[config.mk]
export PLATFORM = sky130hd
export DESIGN_NAME = pr_scheduler
export DESIGN_NICKNAME = d
export VERILOG_FILES = /design/src/rtl/pr_scheduler.sv
export SDC_FILE = /design/constraint.sdc
export NUM_CORES = 1
export LEC_CHECK = 0
export CAP_MARGIN = 20
export CORE_ASPECT_RATIO = 1.5
export CORE_MARGIN = 2
export CORE_UTILIZATION = 50
export DETAILED_ROUTE_END_ITERATION = 6
export GPL_ROUTABILITY_DRIVEN = 0
export PLACE_DENSITY = 0.83
export SLEW_MARGIN = 20
export SYNTH_ARGS = -nofsm -noshare
export SYNTH_HDL_FRONTEND = slang
export SYNTH_SLANG_ARGS = --single-unit
[constraint.sdc]
create_clock -name aclk -period 4.9 [get_ports aclk]
set_input_delay 0.49 -clock aclk [delete_from_list [all_inputs] [get_ports aclk]]
set_output_delay 0.49 -clock aclk [all_outputs]
set_load 0.005 [all_outputs]
[src/rtl/pr_scheduler.sv]
// Partial-reconfiguration scheduler: on an operator miss it either reports a resident hit
// or picks and locks a victim region, drains it, issues one reconfiguration and reports the outcome.
module pr_scheduler #(
    parameter  int OPERATOR_ID_WIDTH = 4,
    parameter  int N_REGIONS         = 4,
    parameter  int QDEPTH            = 16,
    parameter  int TIMEOUT_CYCLES    = 1024,
    localparam int PNTR_BITS         = $clog2(QDEPTH),
    localparam int STAT_W            = OPERATOR_ID_WIDTH + PNTR_BITS,
    localparam int REGION_BITS       = $clog2(N_REGIONS)
) (
    input  logic                          aclk,
    input  logic                          aresetn,
    input  logic [N_REGIONS*STAT_W-1:0]   region_stats_in,
    input  logic                          miss_valid,
    output logic                          miss_ready,
    input  logic [OPERATOR_ID_WIDTH-1:0]  miss_oid,
    output logic [N_REGIONS-1:0]          region_lock,
    output logic                          pr_valid,
    input  logic                          pr_ready,
    output logic [REGION_BITS-1:0]        pr_region,
    output logic [OPERATOR_ID_WIDTH-1:0]  pr_oid,
    input  logic                          pr_done,
    input  logic                          pr_error,
    output logic                          done_valid,
    output logic [1:0]                    done_status,
    output logic [REGION_BITS-1:0]        done_region
);

    localparam int CNT_W = (TIMEOUT_CYCLES > 1) ? $clog2(TIMEOUT_CYCLES) : 1;
    localparam logic [CNT_W-1:0] CNT_MAX = CNT_W'(TIMEOUT_CYCLES - 1);
    localparam logic [N_REGIONS-1:0] LOCK_ONE = {{(N_REGIONS-1){1'b0}}, 1'b1};

    localparam logic [2:0] S_IDLE   = 3'd0;
    localparam logic [2:0] S_SELECT = 3'd1;
    localparam logic [2:0] S_DRAIN  = 3'd2;
    localparam logic [2:0] S_ISSUE  = 3'd3;
    localparam logic [2:0] S_WAIT   = 3'd4;
    localparam logic [2:0] S_REPORT = 3'd5;

    localparam logic [1:0] ST_OK      = 2'b00;
    localparam logic [1:0] ST_HIT     = 2'b01;
    localparam logic [1:0] ST_ERROR   = 2'b10;
    localparam logic [1:0] ST_TIMEOUT = 2'b11;

    logic [2:0]                   state;
    logic [OPERATOR_ID_WIDTH-1:0] oid_q;
    logic [REGION_BITS-1:0]       victim_q;
    logic [REGION_BITS-1:0]       result_q;
    logic [1:0]                   status_q;
    logic [N_REGIONS-1:0]         lock_q;
    logic [CNT_W-1:0]             count;

    logic [OPERATOR_ID_WIDTH-1:0] region_oid  [N_REGIONS];
    logic [PNTR_BITS-1:0]         region_load [N_REGIONS];
    logic                         hit;
    logic [REGION_BITS-1:0]       hit_idx;
    logic [REGION_BITS-1:0]       min_idx;
    logic [PNTR_BITS-1:0]         min_load;
    logic                         victim_empty;
    logic                         timed_out;

    // Stats are evaluated live every cycle; the victim's load is re-read while draining.
    // NOTE: every always_comb output gets a default before any conditional update so no latch is inferred.
    always_comb begin
        hit      = 1'b0;
        hit_idx  = '0;
        min_idx  = '0;
        min_load = '0;
        for (int i = 0; i < N_REGIONS; i++) begin
            region_load[i] = region_stats_in[i*STAT_W +: PNTR_BITS];
            region_oid[i]  = region_stats_in[i*STAT_W + PNTR_BITS +: OPERATOR_ID_WIDTH];
        end
        min_load = region_load[0];
        for (int i = 1; i < N_REGIONS; i++) begin
            if (region_load[i] < min_load) begin
                min_load = region_load[i];
                min_idx  = REGION_BITS'(i);
            end
        end
        // Scan downward so the lowest matching index is the one left standing.
        for (int i = N_REGIONS - 1; i >= 0; i--) begin
            if (region_oid[i] == oid_q) begin
                hit     = 1'b1;
                hit_idx = REGION_BITS'(i);
            end
        end
    end

    assign victim_empty = (region_load[victim_q] == '0);
    assign timed_out    = (count == CNT_MAX);

    // NOTE: sequential state uses non-blocking assignments so every register samples pre-edge values.
    always_ff @(posedge aclk or negedge aresetn) begin
        if (!aresetn) begin
            state    <= S_IDLE;
            oid_q    <= '0;
            victim_q <= '0;
            result_q <= '0;
            status_q <= ST_OK;
            lock_q   <= '0;
            count    <= '0;
        end else begin
            case (state)
                S_IDLE: begin
                    if (miss_valid) begin
                        oid_q <= miss_oid;
                        state <= S_SELECT;
                    end
                end
                S_SELECT: begin
                    if (hit) begin
                        status_q <= ST_HIT;
                        result_q <= hit_idx;
                        state    <= S_REPORT;
                    end else begin
                        victim_q <= min_idx;
                        result_q <= min_idx;
                        lock_q   <= LOCK_ONE << min_idx;
                        count    <= '0;
                        state    <= S_DRAIN;
                    end
                end
                S_DRAIN: begin
                    if (victim_empty) begin
                        state <= S_ISSUE;
                    end else if (timed_out) begin
                        status_q <= ST_TIMEOUT;
                        state    <= S_REPORT;
                    end else begin
                        count <= count + 1'b1;
                    end
                end
                S_ISSUE: begin
                    if (pr_ready) begin
                        count <= '0;
                        state <= S_WAIT;
                    end
                end
                S_WAIT: begin
                    if (pr_error) begin
                        status_q <= ST_ERROR;
                        state    <= S_REPORT;
                    end else if (pr_done) begin
                        status_q <= ST_OK;
                        state    <= S_REPORT;
                    end else if (timed_out) begin
                        status_q <= ST_TIMEOUT;
                        state    <= S_REPORT;
                    end else begin
                        count <= count + 1'b1;
                    end
                end
                S_REPORT: begin
                    lock_q <= '0;
                    state  <= S_IDLE;
                end
                default: begin
                    lock_q <= '0;
                    state  <= S_IDLE;
                end
            endcase
        end
    end

    // Handshake outputs decode straight from state so an asynchronous reset drops them at once.
    assign miss_ready  = (state == S_IDLE);
    assign pr_valid    = (state == S_ISSUE);
    assign done_valid  = (state == S_REPORT);
    assign region_lock = lock_q;
    assign pr_region   = victim_q;
    assign pr_oid      = oid_q;
    assign done_status = status_q;
    assign done_region = result_q;

endmodule

=== Yosys cells after proc, flatten, opt, wreduce, memory -nomap -nowiden ===
Index checks and enable logic that the tools add are counted.

* $mul: 0
* Bitwise gates (word level): 3
* Eq/ne operators: 17
* Div/mod/pow operators: 0
* Magnitude comparators: 4
* Muxes and demuxes: 40
* Reductions and logical operators: 11
* Shift-type cells: 1
* Add/subtract/negate cells: 1

{| class="wikitable"
|+ Operators with widths
! operator !! number
|-
| 2-to-1 mux 10 bit || 6
|-
| one-hot mux 10 bit (4 select lines) || 1
|-
| 2-to-1 mux 2 bit || 12
|-
| 2-to-1 mux 3 bit || 7
|-
| 2-to-1 mux 4 bit || 5
|-
| == test 4 bit || 4
|-
| one-hot mux 3 bit (5 select lines) || 1
|-
| less-than comparator 4 bit || 3
|-
| != test 2 bit, second input constant || 6
|-
| adder 10 x 1 -> 10 bit, second input constant || 1
|-
| == test 10 bit, second input constant || 1
|-
| binary-select mux 4 bit (select 2 bit) || 1
|-
| one-hot mux 4 bit (2 select lines) || 1
|-
| AND reduction 2 bit || 4
|-
| == test 3 x 2 -> 1 bit, second input constant || 2
|-
| == test 3 bit, second input constant || 2
|-
| one-hot mux 2 bit (3 select lines) || 1
|-
| AND reduction 6 bit || 1
|-
| 2-to-1 mux 1 bit || 5
|-
| logical NOT 4 bit || 1
|-
| nonzero test 4 bit || 1
|-
| OR reduction 4 bit || 1
|-
| left shift 1 x 2 -> 4 bit, first input constant || 1
|-
| == test 3 x 1 -> 1 bit, second input constant || 1
|-
| 7 further kinds || 8
|}

* Memory bits (read-only): 0
* Register bits: 27
* Bits in latches: 0
* Bits in writable memories: 0
* Output and inout bits: 17
* Input bits: 42
* Memories: 0
* Logic and storage cells: 84

=== Depth between registers and ports, before layout ===
Gate-level depths: netlist (run 1).

* Depth in word-level cells: 9
* Gate-level depth with buffers: 18
* Gate-level depth less buffers: 18

=== Worst setup path after synthesis (run 1) ===
No wires, ideal clock.

* Kind: input to register
* From: in region_stats_in[3]
* To: reg lock_q[0] (netlist: region_lock[0])
* Required time: 4778 ps
* Path buffers: 0
* Setup slack: 914 ps
* Library setup time: 122 ps
* Arrival: 3865 ps
* Stages: 17
* Cell sequence: inv_1 > ha_1 > a21oi_1 > o21ai_1 > mux2i_1 > ha_1 > nor2b_1 > or4_1 > o211ai_1 > nor2_1 > a21oi_1 > ha_1 > o211ai_1 > a21oi_1 > a311o_1 > nor2b_1 > a32o_1

* Word-level cells in the longest chain between the ends: 9
* Elaborated cells between the ends (all ways): 11
* Classes of those cells: order compare (3); shift (1); mux (7)

{| class="wikitable"
|+ Ends and longest elaborated chain
! item !! RTL line !! text
|-
| from (decl) || 14 || <nowiki>input logic [N_REGIONS*STAT_W-1:0] region_stats_in,</nowiki>
|-
| less-than comparator 4 bit || 76 || <nowiki>if (region_load[i] < min_load) begin</nowiki>
|-
| 2-to-1 mux 4 bit || 76 ||
|-
| less-than comparator 4 bit || 76 ||
|-
| 2-to-1 mux 4 bit || 76 ||
|-
| less-than comparator 4 bit || 76 ||
|-
| 2-to-1 mux 2 bit * || 76 ||
|-
| left shift 1 x 2 -> 4 bit * || 119 || <nowiki>lock_q <= LOCK_ONE << min_idx;</nowiki>
|-
| 2-to-1 mux 4 bit * || 112 || <nowiki>if (hit) begin</nowiki>
|-
| one-hot mux 4 bit (2 select lines) * || 104 || <nowiki>case (state)</nowiki>
|-
| to (signal assigned) || 119 ||
|-
| to (decl) || 51 || <nowiki>logic [N_REGIONS-1:0] lock_q;</nowiki>
|}

Every way passes the cells marked *; elsewhere a longest branch is shown, timed or not. The select of a mux whose other input is x is not followed.
A chain may end at the register's enable or synchronous reset.

=== Final worst setup path (run 1) ===
Same ends and word-level chain as after synthesis.

==> metrics.txt, run 1 <==
Mapped Area 0.00207 mm^2; CP max-delay cell clkdlybuf4s50_1; via density per instance between 6 and 7; Slew HR 0.659; Seq/Total Area, Yosys 0.326; Post-synth EDFFs 0; initial antenna violation count 0; hold crit path type flop to flop; CTS Buf Count 3; Data required, critical path ~5100 ps; Max stage delay on crit path 500 ps; post-synth net total approximately 290; clk_lat worst skew 270 ps; Clock Tree Buf Depth 2; Initial Util 0.523; Post-Place Cells 331; Primary FF master, synth dfrtp_1; Period minus WS final ~4500 ps; R2R Path Start pr_oid[0]$_DFFE_PN0P_; TritonCTS clock tree built; ys async rst share 1.00; Cells after Synth 239; non-filler cells, final ~340; Fin. Hold Viols 0; Ys Warns 0; final WL ~5.3 mm; post-CTS setup buffer count 0; port bufs between 50 and 60; area delta synth->final 30.2%; Antenna Cells 0; critical path startpoint region_stats_in[3]; pin count of the biggest net entering global routing 28; hold path start region_lock[0]$_DFFE_PN0P_; critical path's top delay family compound AO/OA/AOI/OAI gates; leakage dissipation about 1.1 nW; peak supply drop between 0.0003 and 0.0004 V; CTS resizes 0; highest clock rate roughly 220 MHz; crit path buf inv count 3; fraction of layout cells with a size suffix above 1 0.0517; root buf cell clkbuf_8; RSZ-0062 raised after global routing no; post-route ant nets 0; critical path peak fanout 7; die width about 57 um; drt drc 0; worst reg-to-reg setup slack 2440 ps; crit-path cells clkdlybuf4s50_1 -> inv_1 -> ha_1 -> a21oi_1 -> o21ai_1 -> mux2i_1 -> ha_1 -> nor2b_1 -> or4_1 -> o211ai_1 -> buf_4 -> nor2_1 -> a21oi_1 -> ha_1 -> o21ai_0 -> a21oi_1 -> a311o_1 -> nor2b_1 -> a32o_1; Core Area 0.00396 mm^2; grt total ovfl 0; Worst Max-Slew Pin Slew between 500 and 600 ps; Layout Nets ~350; number of H-tree levels 1; first-pass GRT wire length just under 9 mm; most frequent cells in the layout clkdlybuf4s50_1 (58), dfrtp_1 (27), nor2_1 (22); CP Capture Type flop; Setup violations, final 0; WS Path Type input pin to flop; Final period util 0.914; Yosys cell types 53; # rows 28; routed via count 2065; final slew viol count 0; clock skew 4.58 ps; Final HPWL DP between 4 and 5 mm; syn_area_per_cell about 8.7 um^2; wire length per cell 15.7 um; full die area approximately 0.0047 mm^2; status finished, final reports clean; clock sinks 27; I/O pin cnt between 50 and 60; Power per Cell Area roughly 440 mW/mm^2; MaxCap Viol Count 0; Worst EP arrival ~4700 ps; commonest non-fill, non-tap cell in the layout clkdlybuf4s50_1; die height ~83 um; Post-CTS Hold Buffers 0; crit start category input pin; Seq cells post-synth 27; 1st-iter DRT viols 79; vias in the first global route roughly 2000; TNS Setup 0 ps; Total GRT Usage 0.237; drt pass-1 iters 4; Clk pin slew, worst setup/hold paths around 90 ps
==> power breakdown <==
group	internal, mW	total [mW]	leakage (nW)	switching [mW]
logic	0.329	0.654	0.746	0.326
clock network	0.0583	0.128	0.0228	0.0701
registers	0.296	0.404	0.345	0.108
==> cell usage after synthesis (3+ instances only) <==
master	number	share of area
nor2_1	22	0.040
a21oi_1	18	0.044
o31ai_1	5	0.018
o21ai_1	3	0.0073
ha_1	12	0.073
a21o_1	4	0.015
clkbuf_1	6	0.011
dfrtp_1	27	0.33
mux2_2	7	0.038
o21ai_0	18	0.044
inv_1	8	0.015
buf_2	3	0.0073
nor3_1	8	0.019
xnor2_1	4	0.017
nor2b_1	4	0.012
nand2b_1	4	0.012
xor2_1	12	0.051
o211ai_1	3	0.011
buf_4	3	0.011
nand4_1	3	0.0091
nand2_1	12	0.022
and3_1	4	0.012
nor4_1	5	0.015
or4_1	3	0.011
nand3_1	6	0.015
==> worst reg2reg max path, stage by stage (launching register included) <==
cell and delay [ps]:
dfrtp_1 490, xnor2_1 200, and4_4 190, or4_1 670
nor2_1 420, mux2_2 380
==> worst paths after layout <==
path                                               to  cells after the start
setup / recovery           region_lock[0]$_DFFE_PN0P_                     19
min in group asynchronous  done_status[1]$_DFFE_PN0P_                      2
hold / removal             region_lock[0]$_DFFE_PN0P_                      1
hold reg to reg            region_lock[0]$_DFFE_PN0P_                      1
setup reg to reg             pr_region[0]$_DFFE_PN0P_                      5
max in group asynchronous        count[3]$_DFFE_PN0P_                      2
==> layout make-up <==
type | instances | area (um^2)
Timing Repair Buffer | 60 | 596
Multi-Input combinational cell | 191 | 1290
Sequential cell | 27 | 676
Inverter | 8 | 30.0
Fill cell | 335 | 1260
Tap cell | 45 | 56.3
Clock buffer | 4 | 45.0
==> registers in the layout (all words and copies together) (netlist names) <==
| signal | flops |
|---|---|
| done_region | 2 |
| pr_region | 2 |
| count | 10 |
| pr_oid | 4 |
| state | 3 |
| region_lock | 4 |
| done_status | 2 |
==> layer usage <==
layer / global-route usage / wire length (um) / vias up / share of wire
met4: 0.107 / 164 / 0 / 0.031
met3: 0.0202 / 228 / 16 / 0.043
met1: 0.267 / 2130 / 986 / 0.40
li1: - / - / 988 / -
met2: 0.451 / 2750 / 75 / 0.52
met5: 0 / 0 / - / 0
==> stage by stage <==
stage,power [mW],area [um^2],worst slack [ps],hold WS (ps),utilization
floorplan,0.833,2070,914,194,-
global placement,1.04,2650,257,471,0.669
detailed placement,1.06,2650,186,494,0.669
CTS,1.19,2700,459,507,0.681
global route,1.29,2700,128,529,0.681
finish,1.19,2700,420,508,0.681
==> logic make-up (layout without fill, tap and decap cells) <==
logic type / after synthesis / in the layout / share of synthesized area
XOR/XNOR: 16 / 16 / 0.0677
multiplexers: 9 / 9 / 0.0478
AO/OA/AOI/OAI: 73 / 73 / 0.228
buffers and inverters: 21 / 72 / 0.0490
AND/OR/NAND/NOR: 81 / 81 / 0.209
adder cells (fa/ha/maj): 12 / 12 / 0.0725
flip-flops: 27 / 27 / 0.326
(Power assumes the default switching activity.)
==> inputs of run 2 (changes only) <==
--- a/config.mk
+++ b/config.mk
@@ -8,10 +8,11 @@
 export CAP_MARGIN = 20
 export CORE_ASPECT_RATIO = 1.5
 export CORE_MARGIN = 2
-export CORE_UTILIZATION = 50
+export CORE_UTILIZATION = 48
+export CTS_CLUSTER_DIAMETER = 50
 export DETAILED_ROUTE_END_ITERATION = 6
 export GPL_ROUTABILITY_DRIVEN = 0
-export PLACE_DENSITY = 0.83
+export PLACE_DENSITY = 0.8
 export SLEW_MARGIN = 20
 export SYNTH_ARGS = -nofsm -noshare
 export SYNTH_HDL_FRONTEND = slang
==> constraint.sdc (replaced) <==
create_clock -name aclk -period 4.6 [get_ports aclk]
set_input_delay 0.46 -clock aclk [delete_from_list [all_inputs] [get_ports aclk]]
set_output_delay 0.46 -clock aclk [all_outputs]
set_load 0.005 [all_outputs]
==> run 2 against run 1 <==
  * Total power up 7.1%
  * Clock power up 6%
  * Final area up 1.5%
  * First-iteration DRC count up 38%
  * Sequential share of layout area down 0.37 points
  * Critical path depth unchanged
  * Count of clock-buffer cells in the layout down 1
  * Via count down 0.82%
  * Core utilization down 2.5 points
  * Flip-flop and latch count unchanged
  * Non-clock buffer count up 4
  * Critical path type unchanged
  * Highest routed layer unchanged
==> metrics.txt, run 2 (synthesis gave the netlist of run 1 again) <==
Largest Register count (unchanged); CP dominant cell by count ha_1; crit-path cells clkdlybuf4s50_1 -> inv_1 -> ha_1 -> a21oi_2 -> o21ai_2 -> mux2i_1 -> ha_1 -> nor2b_1 -> or4_1 -> o211ai_1 -> buf_4 -> nor2_1 -> a21oi_1 -> ha_1 -> o211ai_1 -> a21oi_1 -> a311o_1 -> nor2b_1 -> a32o_1 (was clkdlybuf4s50_1 -> inv_1 -> ha_1 -> a21oi_1 -> o21ai_1 -> mux2i_1 -> ha_1 -> nor2b_1 -> or4_1 -> o211ai_1 -> buf_4 -> nor2_1 -> a21oi_1 -> ha_1 -> o21ai_0 -> a21oi_1 -> a311o_1 -> nor2b_1 -> a32o_1); die height 84.4 um (was 82.8 um); status finished, final reports clean (unchanged); # rows 29 (was 28); 1st-iter DRT viols 109 (was 79); grt total ovfl 0 (unchanged); Worst Max-Slew Pin Slew 509 ps (was 508 ps); Period minus WS final 4320 ps; highest clock rate 231 MHz; TritonCTS clock tree built (unchanged); initial antenna violation count 0 (unchanged); full die area 0.00486 mm^2 (was 0.00468 mm^2); CP max-delay cell clkdlybuf4s50_1 (unchanged); critical path peak fanout 4 (was 7); wire length per cell 16.4 um (was 15.7 um); Max stage delay on crit path 510 ps (was 500 ps); DP Area 0.00267 mm^2 (was 0.00265 mm^2); final slew viol count 0 (unchanged); hold crit path type flop to flop (unchanged); post-layout instance area 0.00274 mm^2 (was 0.00270 mm^2); post-route ant nets 0 (unchanged); routed via count 2048 (was 2065); most frequent cells in the layout clkdlybuf4s50_1 (58), dfrtp_1 (27), nor2_1 (22) (unchanged); Worst EP arrival 4490 ps (was 4650 ps); commonest non-fill, non-tap cell in the layout clkdlybuf4s50_1 (unchanged); fin util 0.655 (was 0.681); crit start category input pin (unchanged); vias in the first global route 2103 (was 2002); leakage dissipation 1.14 nW (was 1.11 nW); drt pass-1 iters 4 (unchanged); Final period util 0.940; pre-CTS setup slack -108 ps (was 186 ps); Post-Place Cells 335 (was 331); CTS Buf Count 3 (unchanged); number of H-tree levels 1 (unchanged); crit path buf inv count 3 (unchanged); I/O pin cnt 59 (unchanged); Layout fillers 362 (was 335); Slew HR 0.657 (was 0.659); Final HPWL DP 4.26 mm (was 4.13 mm); non-filler cells, final 340 (was 335); critical path's top delay family compound AO/OA/AOI/OAI gates (unchanged); final WL 5.57 mm (was 5.27 mm); Setup violations, final 0 (unchanged); port bufs 58 (unchanged); clock sinks 27 (unchanged); area delta synth->final 32.2% (was 30.2%); peak supply drop 0.000330 V (was 0.000357 V); Setup WS post-layout 277 ps (was 420 ps); worst hold slack 501 ps (was 508 ps); MaxCap Viol Count 0 (unchanged); RSZ-0062 raised after global routing no (unchanged); clock skew 2.30 ps (was 4.58 ps); Largest register FFs 10 (unchanged); via density per instance 6.02 (was 6.16); clk_lat worst skew 270 ps (about the same); Power per Cell Area 465 mW/mm^2 (was 440 mW/mm^2); root buf cell clkbuf_8 (unchanged); CP Capture Type flop (unchanged); Initial Util 0.496 (was 0.523); Antenna Cells 0 (unchanged); Total GRT Usage 0.240 (was 0.237); Fin. Hold Viols 0 (unchanged); first-pass GRT wire length 9.52 mm (was 8.83 mm); Clock Tree Buf Depth 2 (unchanged); drt drc 0 (unchanged); pin count of the biggest net entering global routing 28 (unchanged); WS Path Type input pin to flop (unchanged); fraction of layout cells with a size suffix above 1 0.0748 (was 0.0517); Core Area 0.00417 mm^2 (was 0.00396 mm^2); die width 57.6 um (was 56.5 um); Data required, critical path 4770 ps (was 5070 ps); Layout Nets 349 (was 345); Clk pin slew, worst setup/hold paths 90 ps (about the same)
run 2: changes by cell type in the layout (fill, tap and decap cells not counted), sizes merged:
| cell | before | now |
|---|---|---|
| buf | 2 | 6 |
| clkbuf | 4 | 3 |
| clkinv | 0 | 1 |
run 2: power by group:
part,leakage [nW],internal [mW],switching (mW)
sequential,0.345,0.315,0.114
combinational,0.767,0.357,0.348
clock,0.0255,0.0607,0.0754
total,1.14,0.733,0.538
run 2: layout make-up:
cell class / count / area, um^2 / area share
multi-input combinational: 191 / 1300 / 0.475
clock inverter: 1 / 5.00 / 0.00183
sequential: 27 / 676 / 0.247
timing repair buffer: 64 / 626 / 0.229
clock buffer: 3 / 41.3 / 0.0151
inverter: 8 / 30.0 / 0.0110
tap: 46 / 57.6 / 0.0210
run 2: through the flow:
step | power, mW | TNS (ps)
global placement | 1.11 | 0
global route | 1.38 | 0
CTS | 1.27 | 0
floorplan | 0.887 | 0
detailed placement | 1.13 | -253
finish | 1.27 | 0
run 2: path summary, 6_finish.rpt:
path | cells past startpoint | start | end | slack [ps]
worst max register to register | 6 | pr_region[0]$_DFFE_PN0P_ | state[0]$_DFFE_PN0P_ | 2060
min in group asynchronous | 2 | aresetn | done_status[1]$_DFFE_PN0P_ | 550
worst min register to register | 1 | region_lock[2]$_DFFE_PN0P_ | region_lock[2]$_DFFE_PN0P_ | 500
max in group asynchronous | 2 | aresetn | state[0]$_DFFE_PN0P_ | 3770
worst max-delay path | 19 | region_stats_in[3] | region_lock[0]$_DFFE_PN0P_ | 280
worst min-delay path | 1 | region_lock[2]$_DFFE_PN0P_ | region_lock[2]$_DFFE_PN0P_ | 500
run 2: timing repair:
action / CTS / global route
setup buffers: 0 / 1
endpoints found under the setup margin: 0 / 8
gates resized for setup: 0 / 2
hold buffers: 0 / 0
run 2: layer usage:
metal  up-vias  track usage  part of all wire
li1        997            -                 -
met1       981        0.283              0.39
met2        60        0.442              0.56
met3        10       0.0247             0.038
met4         0       0.0740             0.019
met5         -            0                 0
==> inputs of run 3 (changes only) <==
--- a/config.mk
+++ b/config.mk
@@ -5,6 +5,7 @@
 export SDC_FILE = /design/constraint.sdc
 export NUM_CORES = 1
 export LEC_CHECK = 0
+export ABC_AREA = 0
 export CAP_MARGIN = 20
 export CORE_ASPECT_RATIO = 1.5
 export CORE_MARGIN = 2
==> results of run 3 <==
No change in the layout: final DEF, timing and power equal those of run 2.
